$ cat src/rtl/filtr_mode_ctrl.sv
// filtr_mode_ctrl: colour-filter mode controller and one-cycle pixel datapath.
//
// A push-button (iKEY_N) steps through eight channel permutation / null
// modes. Presses are synchronised and debounced. The requested mode is held
// in req_mode and only copied into the active mode (oMODE) on a falling edge
// of iVS, so a frame is never filtered with two different modes.
// iSW[9] forces pass-through (mode 0) at the next frame boundary.
//
// Build option:
//   FILTR_GRAY_EN  when defined, mode 7 outputs grayscale
//                  Y = (R + 2G + B) >> 2 on all three channels. When not
//                  defined, mode 7 nulls blue and no adder is built.
//
// Handshake: there is no backpressure. iDVAL qualifies the input pixel in
// the cycle it is high. oDVAL is iDVAL delayed by one cycle and qualifies
// oRed/oGreen/oBlue, which are forced to 0 whenever oDVAL is low.
//
// Debug: oDBG_STATE exposes the debounce FSM state
//   (0 = released, 1 = press wait, 2 = pressed, 3 = release wait).

module filtr_mode_ctrl #(
  parameter int DEB_CYCLES = 500000,
  parameter int CW         = 10
) (
  input  logic          iCLK,
  input  logic          iRST_N,
  input  logic          iKEY_N,
  input  logic [9:0]    iSW,
  input  logic          iVS,
  input  logic          iDVAL,
  input  logic [CW-1:0] iRed,
  input  logic [CW-1:0] iGreen,
  input  logic [CW-1:0] iBlue,
  output logic [CW-1:0] oRed,
  output logic [CW-1:0] oGreen,
  output logic [CW-1:0] oBlue,
  output logic          oDVAL,
  output logic [2:0]    oMODE,
  output logic          oPENDING,
  output logic [1:0]    oDBG_STATE
);

  // Counter is wide enough to hold DEB_CYCLES-1 for any legal parameter.
  localparam int CNT_W = (DEB_CYCLES > 1) ? $clog2(DEB_CYCLES) : 1;
  localparam logic [CNT_W-1:0] CNT_LAST = CNT_W'(DEB_CYCLES - 1);

  // Debounce FSM encoding.
  localparam logic [1:0] ST_REL   = 2'd0;
  localparam logic [1:0] ST_PWAIT = 2'd1;
  localparam logic [1:0] ST_PRS   = 2'd2;
  localparam logic [1:0] ST_RWAIT = 2'd3;

  // Mode encoding of the datapath.
  localparam logic [2:0] M_PASS   = 3'd0;
  localparam logic [2:0] M_SW_RG  = 3'd1;
  localparam logic [2:0] M_SW_GB  = 3'd2;
  localparam logic [2:0] M_SW_RB  = 3'd3;
  localparam logic [2:0] M_ROT    = 3'd4;
  localparam logic [2:0] M_NULL_R = 3'd5;
  localparam logic [2:0] M_NULL_G = 3'd6;
  localparam logic [2:0] M_LAST   = 3'd7;

  // ---------------------------------------------------------------------
  // Key synchroniser and debounce
  // ---------------------------------------------------------------------
  logic             key_s1;
  logic             key_s2;
  logic             k;
  logic [1:0]       deb_state;
  logic [1:0]       deb_state_nxt;
  logic [CNT_W-1:0] deb_cnt;
  logic [CNT_W-1:0] deb_cnt_nxt;
  logic             step;

  assign k = key_s2;

  // Two-flop synchroniser; resets to the idle (released, high) level.
  always_ff @(posedge iCLK or negedge iRST_N) begin
    if (!iRST_N) begin
      key_s1 <= 1'b1;
      key_s2 <= 1'b1;
    end else begin
      key_s1 <= iKEY_N;
      key_s2 <= key_s1;
    end
  end

  // Debounce next-state logic; step fires on the edge that enters PRS.
  always_comb begin
    deb_state_nxt = deb_state;
    deb_cnt_nxt   = deb_cnt;
    step          = 1'b0;
    case (deb_state)
      ST_REL: begin
        if (!k) begin
          deb_cnt_nxt   = '0;
          deb_state_nxt = ST_PWAIT;
        end
      end
      ST_PWAIT: begin
        if (k) begin
          deb_state_nxt = ST_REL;
        end else if (deb_cnt == CNT_LAST) begin
          deb_state_nxt = ST_PRS;
          step          = 1'b1;
        end else begin
          deb_cnt_nxt = deb_cnt + CNT_W'(1);
        end
      end
      ST_PRS: begin
        if (k) begin
          deb_cnt_nxt   = '0;
          deb_state_nxt = ST_RWAIT;
        end
      end
      ST_RWAIT: begin
        if (!k) begin
          deb_state_nxt = ST_PRS;
        end else if (deb_cnt == CNT_LAST) begin
          deb_state_nxt = ST_REL;
        end else begin
          deb_cnt_nxt = deb_cnt + CNT_W'(1);
        end
      end
      default: begin
        deb_state_nxt = ST_REL;
        deb_cnt_nxt   = '0;
      end
    endcase
  end

  // Debounce state and counter registers.
  always_ff @(posedge iCLK or negedge iRST_N) begin
    if (!iRST_N) begin
      deb_state <= ST_REL;
      deb_cnt   <= '0;
    end else begin
      deb_state <= deb_state_nxt;
      deb_cnt   <= deb_cnt_nxt;
    end
  end

  assign oDBG_STATE = deb_state;

  // ---------------------------------------------------------------------
  // Mode request and frame-boundary commit
  // ---------------------------------------------------------------------
  logic       vs_prev;
  logic       vs_fall;
  logic       force_pass;
  logic       step_ok;
  logic [2:0] req_mode;
  logic [2:0] eff_req;

  assign vs_fall    = vs_prev & ~iVS;
  assign force_pass = iSW[9];
  assign step_ok    = step & ~force_pass;
  assign eff_req    = force_pass ? M_PASS : req_mode;

  // iSW[8:0] have no function in this block.
  logic unused_sw;
  assign unused_sw = ^iSW[8:0];

  // iVS history for the falling-edge detector; idle level is high.
  always_ff @(posedge iCLK or negedge iRST_N) begin
    if (!iRST_N) begin
      vs_prev <= 1'b1;
    end else begin
      vs_prev <= iVS;
    end
  end

  // Request counter: one increment per accepted press, wraps 7 -> 0.
  always_ff @(posedge iCLK or negedge iRST_N) begin
    if (!iRST_N) begin
      req_mode <= 3'd0;
    end else if (step_ok) begin
      req_mode <= req_mode + 3'd1;
    end
  end

  // Active mode: takes the pre-increment request on a frame boundary.
  always_ff @(posedge iCLK or negedge iRST_N) begin
    if (!iRST_N) begin
      oMODE <= 3'd0;
    end else if (vs_fall) begin
      oMODE <= eff_req;
    end
  end

  // Pending flag: a new step wins over the frame-boundary clear, so a step
  // landing on vs_fall leaves the freshly incremented request pending.
  always_ff @(posedge iCLK or negedge iRST_N) begin
    if (!iRST_N) begin
      oPENDING <= 1'b0;
    end else if (step_ok) begin
      oPENDING <= 1'b1;
    end else if (vs_fall) begin
      oPENDING <= 1'b0;
    end else if (force_pass) begin
      oPENDING <= (oMODE != M_PASS);
    end
  end

  // ---------------------------------------------------------------------
  // Pixel datapath
  // ---------------------------------------------------------------------
  logic [CW-1:0] red_nxt;
  logic [CW-1:0] green_nxt;
  logic [CW-1:0] blue_nxt;

`ifdef FILTR_GRAY_EN
  logic [CW+1:0] gray_sum;
  logic [CW-1:0] gray_y;

  // R + 2G + B fits in CW+2 bits; the >>2 keeps the top CW bits.
  assign gray_sum = {2'b00, iRed} + {1'b0, iGreen, 1'b0} + {2'b00, iBlue};
  assign gray_y   = gray_sum[CW+1:2];
`endif

  // Channel permutation selected by the active mode.
  always_comb begin
    red_nxt   = iRed;
    green_nxt = iGreen;
    blue_nxt  = iBlue;
    case (oMODE)
      M_PASS: begin
        red_nxt   = iRed;
        green_nxt = iGreen;
        blue_nxt  = iBlue;
      end
      M_SW_RG: begin
        red_nxt   = iGreen;
        green_nxt = iRed;
      end
      M_SW_GB: begin
        green_nxt = iBlue;
        blue_nxt  = iGreen;
      end
      M_SW_RB: begin
        red_nxt  = iBlue;
        blue_nxt = iRed;
      end
      M_ROT: begin
        red_nxt   = iGreen;
        green_nxt = iBlue;
        blue_nxt  = iRed;
      end
      M_NULL_R: begin
        red_nxt = '0;
      end
      M_NULL_G: begin
        green_nxt = '0;
      end
      M_LAST: begin
`ifdef FILTR_GRAY_EN
        red_nxt   = gray_y;
        green_nxt = gray_y;
        blue_nxt  = gray_y;
`else
        blue_nxt = '0;
`endif
      end
      default: begin
        red_nxt   = iRed;
        green_nxt = iGreen;
        blue_nxt  = iBlue;
      end
    endcase
  end

  // Output pixel register; invalid input cycles load zeros.
  always_ff @(posedge iCLK or negedge iRST_N) begin
    if (!iRST_N) begin
      oRed   <= '0;
      oGreen <= '0;
      oBlue  <= '0;
      oDVAL  <= 1'b0;
    end else begin
      oDVAL <= iDVAL;
      if (iDVAL) begin
        oRed   <= red_nxt;
        oGreen <= green_nxt;
        oBlue  <= blue_nxt;
      end else begin
        oRed   <= '0;
        oGreen <= '0;
        oBlue  <= '0;
      end
    end
  end

endmodule

$ cat config.mk
export PLATFORM = sky130hd
export DESIGN_NAME = filtr_mode_ctrl
export DESIGN_NICKNAME = d
export VERILOG_FILES = /design/src/rtl/filtr_mode_ctrl.sv
export SDC_FILE = /design/constraint.sdc
export NUM_CORES = 1
export LEC_CHECK = 0
export BUFFER_PORTS_ARGS = -buffer_cell sky130_fd_sc_hd__buf_2
export CORE_MARGIN = 5
export CORE_UTILIZATION = 55
export CTS_CLUSTER_DIAMETER = 120
export DETAILED_ROUTE_END_ITERATION = 16
export PLACE_DENSITY_LB_ADDON = 0.15
export SYNTH_ARGS = -nofsm -noshare
export SYNTH_HDL_FRONTEND = slang
export SYNTH_SLANG_ARGS = --single-unit
$ cat constraint.sdc
create_clock -name iCLK -period 2.4 [get_ports iCLK]
set_input_delay 0.12 -clock iCLK [delete_from_list [all_inputs] [get_ports iCLK]]
set_output_delay 0.12 -clock iCLK [all_outputs]
set_load 0.03 [all_outputs]
# Word level (Yosys, flattened, before mapping)
# Cells that the tools add are included.
dict set report classes {
  n_bitwise 4
  eq_ne 17
  n_mux 26
  addsub 2
  n_reduce_logical 8
}
# operator n
set ops {}
lappend ops {{$mux W19} 5}
lappend ops {{$pmux W10 S3} 3}
lappend ops {{$pmux W19 S4} 1}
lappend ops {{$mux W10} 3}
lappend ops {{$add A19 B1 Y19 const B} 1}
lappend ops {{$eq A19 B19 Y1 const B} 1}
lappend ops {{$eq A3 B3 Y1 const B} 4}
lappend ops {{$mux W2} 6}
lappend ops {{$ne A2 B2 Y1 const B} 4}
lappend ops {{$pmux W2 S4} 1}
lappend ops {{$reduce_and A4 Y1} 2}
lappend ops {{$eq A3 B2 Y1 const B} 2}
lappend ops {{$mux W1} 6}
lappend ops {{$ne A3 B3 Y1 const B} 2}
lappend ops {{$reduce_bool A3 Y1} 2}
lappend ops {{$reduce_or A2 Y1} 3}
lappend ops {{$eq A2 B2 Y1 const B} 2}
lappend ops {{$add A3 B1 Y3 const B} 1}
lappend ops {{$eq A3 B1 Y1 const B} 1}
lappend ops {{$mux W3} 1}
lappend ops {{$and A1 B1 Y1} 2}
lappend ops {{$eq A2 B1 Y1 const B} 1}
lappend ops {{$logic_not A2 Y1} 1}
lappend ops {{$not A1 Y1} 2}
dict set report word_totals {
  input_bits 45
  out_inout_bits 37
  regBits 62
}

# Longest topological paths before layout
# Gate-level depths: netlist of the first run.
dict set report logic_depth {
  ltp_word 6
  depth_mapped 7
  depth_no_buf 5
}

# Least setup slack after synthesis of the first run
# Ideal clock, no wire load.
dict set report synth_timing {
  path_kind {flip-flop to flip-flop}
  start {register deb_state[0], in the netlist oDBG_STATE[0]}
  end {register req_mode[1]}
  t_arrival_ns 2.029
  path_stages_with_launch 6
  period_less_slack_ns 2.153
  n_path_buf 1
  path_slack_ns 0.247
  path_cell_list {dfrtp_1 -> buf_2 -> inv_1 -> or4_1 -> nor3_1 -> mux2_2}
}
dict set report synth_via {
  elab_chain_len 3
}
# item line
set synth_lines {}
lappend synth_lines {{from (decl)} 69} ;# logic [1:0] deb_state;
lappend synth_lines {{from (signal assigned)} 138} ;# deb_state <= deb_state_nxt;
lappend synth_lines {{$eq A2 B1 Y1} 93} ;# case (deb_state)
lappend synth_lines {{$mux W1} 93}
lappend synth_lines {{$and A1 B1 Y1} 157} ;# assign step_ok = step & ~force_pass;
lappend synth_lines {{to (signal assigned)} 178} ;# req_mode <= req_mode + 3'd1;
lappend synth_lines {{to (decl)} 152} ;# logic [2:0] req_mode;
# Every way passes these cells.
# A chain may end at the register's enable or synchronous reset.

# Worst setup path in the final report of the first run
dict set report layout_timing {
  start {register deb_cnt[0]}
  end {register deb_cnt[16]}
}
dict set report layout_via {
  elab_chain_len 4
  elab_cells_between_ends 6
  classes_between {1 x add/sub; 1 x eq/ne; 4 x mux}
}
# item line
set layout_lines {}
lappend layout_lines {{from (decl)} 71} ;# logic [CNT_W-1:0] deb_cnt;
lappend layout_lines {{from (signal assigned)} 139} ;# deb_cnt <= deb_cnt_nxt;
lappend layout_lines {{$add A19 B1 Y19 / $eq A19 B19 Y1 (equally long branches)} n/a}
lappend layout_lines {{$mux W19 (*)} {103, 119}}
lappend layout_lines {{$mux W19, on equally long branches} {117, 101}}
lappend layout_lines {{$pmux W19 S4 (*)} 93}
# Every way passes the cells marked *; elsewhere a longest branch is shown, timed or not. The select of a mux whose other input is x is not followed.

==> results.md, run 1 <==
- Outcome: finished, final reports clean
- Drc violations: 0
- CP max-delay cell: or4_1
- Syn Std Cell Area: 3860 um2
- Top cells by count, synth: dfrtp_1 (59), nand2_1 (45), a21oi_1 (29), nor2_1 (22), a22o_1 (21)
- CTS tree: built
- Hold_ws: 0.0629 ns
- Worst Setup Slack, final: 0.204 ns
- Crit-path cells: ha_1, nand3_1, or4_1, or4_1, a21oi_1
- Pre-CTS WS: 0.259 ns
- Top-area cell type share of the netlist area: 0.382
- Post-CTS Setup Bufs: 0
- Tightest Pin Transition: 0.945 ns
- Final setup violation count: 0
- Post-layout nets: 531
- Core region area: 6830 um2
- CP Capture Type: flip-flop
- Final wirelength: 9730 um
- Yosys warning count: 0
- Cell Pwr Density: 645 nW/um2
- Number of H-tree levels: 3
- Share of post-route cells with drive strength above 1: 0.256
- CTS Buffer Depth: 2
- RSZ-0062 raised after global routing: no
- Async set or reset register ratio after synthesis: 1.00
- Placed Instances: 566
- GPL Wtd Cong: 0.832
- Violation count after the first detailed-routing iteration: 274
- Top-count cell post-synth: dfrtp_1
- Peak VDD IR: 0.377 mV
- Area grow syn2layout: 18.7%
- Leading area contributor after synthesis: dfrtp_1
- Initial Util: 0.566
- First-pass GRT wire length: 16,000 um
- Total number of vias: 3,543
- Main synth FF type: dfrtp_1
- Avg Cell Area, Syn: 9.31 um2
- Top post-synthesis cells by area: dfrtp_1 (38%), a22o_1 (4.8%), nand2_1 (4.4%), a21boi_0 (3.9%), a21oi_1 (3.8%)
- Vias in the first global route: 3,172
- CP startpoint: deb_cnt[0]
- Die height: 93.8 um
- Critical Path Max Stage Delay: 0.68 ns
- Worst Path Arrival: 2.46 ns
- Pre-antenna DRT Iters: 5
- Yosys reg bits: 62
- Slew HR: 0.367
- Post-synth EDFFs: 0
- Reg2reg path depth: 5
- Hold Path Class: primary input to flip-flop
- Synth Instances: 415
- DIE AREA: 8800 um2
- Minimum clock period: 2.20 ns
- Gr ovfl total: 0
- Drt wl/cell: 16.6 um
- Clock Latency Late Sink: 0.34 ns
- CP Class: flip-flop to flip-flop
- IO Port Bufs: 72
- Clock sink count: 62
- Max Slew Vio Count: 0
- Total CTS buffers: 9
- Ports: 82
- Final ANT Viol Nets: 0
- HPWL Detailed: 6400 um
- CP Max Fanout: 7
- ANT cells: 0
- FF-to-FF setup slack: 0.20 ns
- CTS root buffer: clkbuf_8
- Largest net degree at the start of global routing: 65
- Fin cells: 585
- Lkg Pwr: 2.20 nW
- Max-Cap Viols: 0
- Clk_skew: 0.00566 ns
- Required @ worst endpoint: 2.66 ns
- Post-DR vias/cell: 6.06
- Clock-pin slew on the worst setup and hold paths: 0.07 ns
- Fin Setup TNS: 0 ns
- GRT Overall Usage: 0.228
- Post-synth net total: 462
- Antenna violations before repair: 0
- Max Fclk: 455 MHz
- Worst setup SP type: flip-flop
- Crit path to: deb_cnt[16]
- Final hold vios: 0
- Std cell rows: 30
- CP dominant cell by count: or4_1
- # fillers: 543
- Die X: 93.8 um
- RR Endpoint: deb_cnt[16]
- Register area share after synthesis: 0.403
- Worst reg2reg path startpoint: deb_cnt[0]
- Final worst-path cycle share: 0.915
- Netlist cell types: 56
## critical path, delay by kind of cell, from the launching register on
kind	cells	cell delay, ns
and+or+nand+nor	3	1.27
DFF	1	0.44
AOI/OAI and AO/OA	1	0.15
adders and majority gates	1	0.25
## worst min-delay path by stage
stage | from | endpoint | slack, ns | depth (start not counted)
final | iBlue[1] | oBlue[1] | 0.06 | 3
after global routing | iBlue[5] | oBlue[5] | 0.06 | 3
after CTS | iBlue[6] | oBlue[6] | 0.05 | 3
after detailed placement | iKEY_N | key_s1 | 0.23 | 1
after global placement | iKEY_N | key_s1 | 0.23 | 1
after floorplan | iRST_N | async pin | -0.18 | 0
## final cells by class
class,count,area [um2],share of cell area
multi-input cells,313,2110,0.461
flip-flops and latches,62,1560,0.340
repair buffers,92,518,0.113
clock buffers,14,193,0.0420
well taps,96,120,0.0262
clock inverters,2,60.1,0.0131
inverters,6,22.5,0.00491
## state kept, by name, summed over array words and instances (netlist names), named ones only
register    count
deb_cnt        19
k               1
key_s1          1
oBlue          10
oDBG_STATE      1
oDVAL           1
oGreen         10
oMODE           3
oPENDING        1
oRed           10
req_mode        3
vs_prev         1
## routing by layer
metal,vias to the layer above,part of all wire,track usage
li1,1706,-,-
met1,1695,0.44,0.314
met2,130,0.48,0.360
met3,12,0.064,0.0433
met4,0,0.017,0.0770
met5,-,0,0
## cell families (layout without fill, tap and decap cells)
family | count (synthesis) | in the layout | synth area share
AOI/OAI and AO/OA | 153 | 153 | 0.290
xor gates and xnor gates | 4 | 4 | 0.00907
adders and majority gates | 2 | 2 | 0.00648
buffers and inverters | 40 | 114 | 0.0505
DFF | 62 | 62 | 0.403
muxes | 25 | 25 | 0.0683
and+or+nand+nor | 129 | 129 | 0.173
## report_power, final
| group | switching (mW) | total, mW | internal, mW |
|---|---|---|---|
| Sequential | 0.0353 | 1.15 | 1.12 |
| Combinational | 0.422 | 0.667 | 0.245 |
| Clock | 0.409 | 1.14 | 0.727 |
## metrics by stage
step | area, um2 | power [mW] | util
2_1_floorplan | 3860 | 1.61 | -
4_1_cts | 4580 | 2.98 | 0.671
6_report | 4580 | 2.96 | 0.671
5_1_grt | 4580 | 3.10 | 0.671
3_3_place_gp | 4300 | 1.82 | 0.630
3_5_place_dp | 4300 | 1.83 | 0.630
## cell usage in the layout, fill, tap and decap left out, types with 4 or more instances in the layout
cell and count:
and3_1 4, nand2_1 45, nor2_1 22, nand2b_1 6, nand3_1 6, nor4_1 6
nor3_1 6, o211a_1 10, nand4_1 5, a22o_1 21, mux2_2 11, a21oi_1 29
dfrtp_1 57, a21o_1 10, buf_4 17, a21boi_0 20, a22oi_1 19, a221oi_1 9
or4_1 4, buf_2 72, inv_1 6, clkbuf_8 14, mux2i_1 14, o31ai_1 5
nor2b_1 11, o21ai_0 12
## repair_timing
item	4_1_cts	5_1_grt
hold buffers	3	0
gates resized for setup	0	0
hold endpoints to repair	38	0
Note: power is estimated with default switching activity, not from simulation.
==> run 2: changes to the inputs <==
REMOVE_ABC_BUFFERS = 1   (was default)
==> run 2 against run 1 <==
Effect of this change:
- final area down 0.63%
- critical path depth did not move
- die area unchanged
- highest routed layer unchanged
==> results.md, run 2 (same netlist as run 1, synthesis figures left out) <==
- Outcome: finished, final reports clean
- Pre-antenna DRT Iters: 5
- Max-Cap Viols: 0
- Required @ worst endpoint: 2.67 ns
- Core region area: 6830 um2
- CP Depth: 5
- Drt wl/cell: 16.4 um
- GRT Overall Usage: 0.231
- Commonest non-fill, non-tap cell in the layout: buf_2
- Critical Path Max Stage Delay: 0.69 ns
- Net Sw Power: 893 uW
- RSZ-0062 raised after global routing: no
- Most frequent cells in the layout: buf_2 (72), dfrtp_1 (57), nand2_1 (45)
- Die height: 93.8 um
- CTS Buffer Depth: 2
- Minimum clock period: 2.22 ns
- Final ANT Viol Nets: 0
- CTS tree: built
- IO Port Bufs: 72
- Logic pwr share: 0.239
- Crit-path cells: ha_1, nand3_1, or4_1, or4_1, a21oi_1
- Final wirelength: 9640 um
- CP Max Fanout: 7
- Cell Pwr Density: 613 nW/um2
- Final worst-path cycle share: 0.925
- Max reg flops: 19
- Clock-pin slew on the worst setup and hold paths: 0.07 ns
- Antenna violations before repair: 0
- Total CTS buffers: 9
- Pint: 1.90 mW
- GPL Wtd Cong: 0.912
- Seq pwr share: 0.414
- Share of post-route cells with drive strength above 1: 0.259
- Sw Share: 0.320
- CP Class: flip-flop to flip-flop
- Std cell rows: 30
- Die X: 93.8 um
- ANT cells: 0
- Final hold vios: 0
- DIE AREA: 8800 um2
- Worst setup SP type: flip-flop
- Clock Latency Late Sink: 0.35 ns
- Gr ovfl total: 0
- Area grow syn2layout: 17.9%
- Pre-CTS WS: 0.233 ns
- Tightest Pin Transition: 0.881 ns
- Peak VDD IR: 0.377 mV
- CP dominant cell by count: or4_1
- CP max-delay cell: or4_1
- Violation count after the first detailed-routing iteration: 185
- # fillers: 588
- Lkg Pwr: 2.18 nW
- CP top delay family: simple AND/OR/NAND/NOR gates
- Number of H-tree levels: 3
- Worst Path Arrival: 2.49 ns
- CP Capture Type: flip-flop
- Drc violations: 0
- Post-CTS Setup Bufs: 0
- Max Fclk: 450 MHz
- Largest net degree at the start of global routing: 38
- Worst Setup Slack, final: 0.180 ns
- Fin Setup TNS: 0 ns
- Clock share of power: 0.348
- Critical path buffer and inverter count: 0
- Final setup violation count: 0
- First-pass GRT wire length: 16,400 um
- Max Slew Vio Count: 0
- Worst Hold Depth: 3
- Reg2reg path depth: 5
- Clock sink count: 62
- CTS root buffer: clkbuf_8
- Hold Path Class: primary input to flip-flop
- Vias in the first global route: 3,470
- HPWL Detailed: 6500 um
- Slew HR: 0.410
- Clk_skew: 0.00415 ns
- Ports: 82
- Post-layout nets: 533
- Total number of vias: 3,579
- Initial Util: 0.566
- Reg with most FFs: deb_cnt
- Post-DR vias/cell: 6.10
## run 2: cell types whose count changed in the layout (fill, tap and decap cells not counted)
cell,previous run,this run
buf_4,17,19
clkbuf_8,14,11
clkinv_2,0,1
bufinv_16,2,1
clkinvlp_4,0,3
## run 2: layer usage
layer	GRT usage	wire length, um
met4	0.0939	169
met5	0	0
met2	0.365	4580
met1	0.307	4320
met3	0.0513	567
## run 2: layout make-up
type	count	area [um2]	area share
Tap cell	96	120	0.0264
Clock buffer	11	151	0.0332
Clock inverter	5	57.6	0.0126
Inverter	6	22.5	0.00494
Multi-Input combinational cell	313	2110	0.464
Sequential cell	62	1560	0.342
Timing Repair Buffer	94	533	0.117
## run 2: worst reg2reg max path, stage by stage, from the launching register on
cell     delay (ns)
dfrtp_1        0.43
ha_1           0.24
nand3_1        0.18
or4_1          0.69
or4_1          0.45
a21oi_1        0.16
## run 2: power by group through the flow
stage	clock network [mW]	logic (mW)	registers [mW]
floorplan	0	0.261	1.33
global placement	0	0.651	1.17
detailed placement	0	0.663	1.17
CTS	0.989	0.670	1.15
global route	1.04	0.732	1.16
finish	0.972	0.667	1.16
## run 2: through the flow
step | power (mW) | hold slack [ns] | std cells | cell area (um2) | utilization
final | 2.79 | 0.0479 | 587 | 4560 | 0.667
after global routing | 2.94 | 0.0544 | 587 | 4560 | 0.667
after CTS | 2.81 | 0.0416 | 587 | 4560 | 0.667
after detailed placement | 1.84 | 0.181 | 568 | 4320 | 0.632
after global placement | 1.82 | 0.176 | 568 | 4320 | 0.632
after floorplan | 1.59 | -0.176 | 381 | 3690 | -
## run 2: timing repair
| action | CTS | global route |
|---|---|---|
| gates resized for setup | 0 | 0 |
| hold buffers | 3 | 0 |
| hold endpoints to repair | 28 | 0 |
## run 2: final timing paths
kind / startpoint / slack, ns / to
max in group asynchronous: iRST_N / 1.32 / vs_prev
setup / recovery: deb_cnt[0] / 0.18 / deb_cnt[16]
hold reg to reg: key_s1 / 0.36 / k
hold / removal: iBlue[9] / 0.05 / oBlue[9]
setup reg to reg: deb_cnt[0] / 0.18 / deb_cnt[16]
min in group asynchronous: iRST_N / 0.32 / req_mode[2]
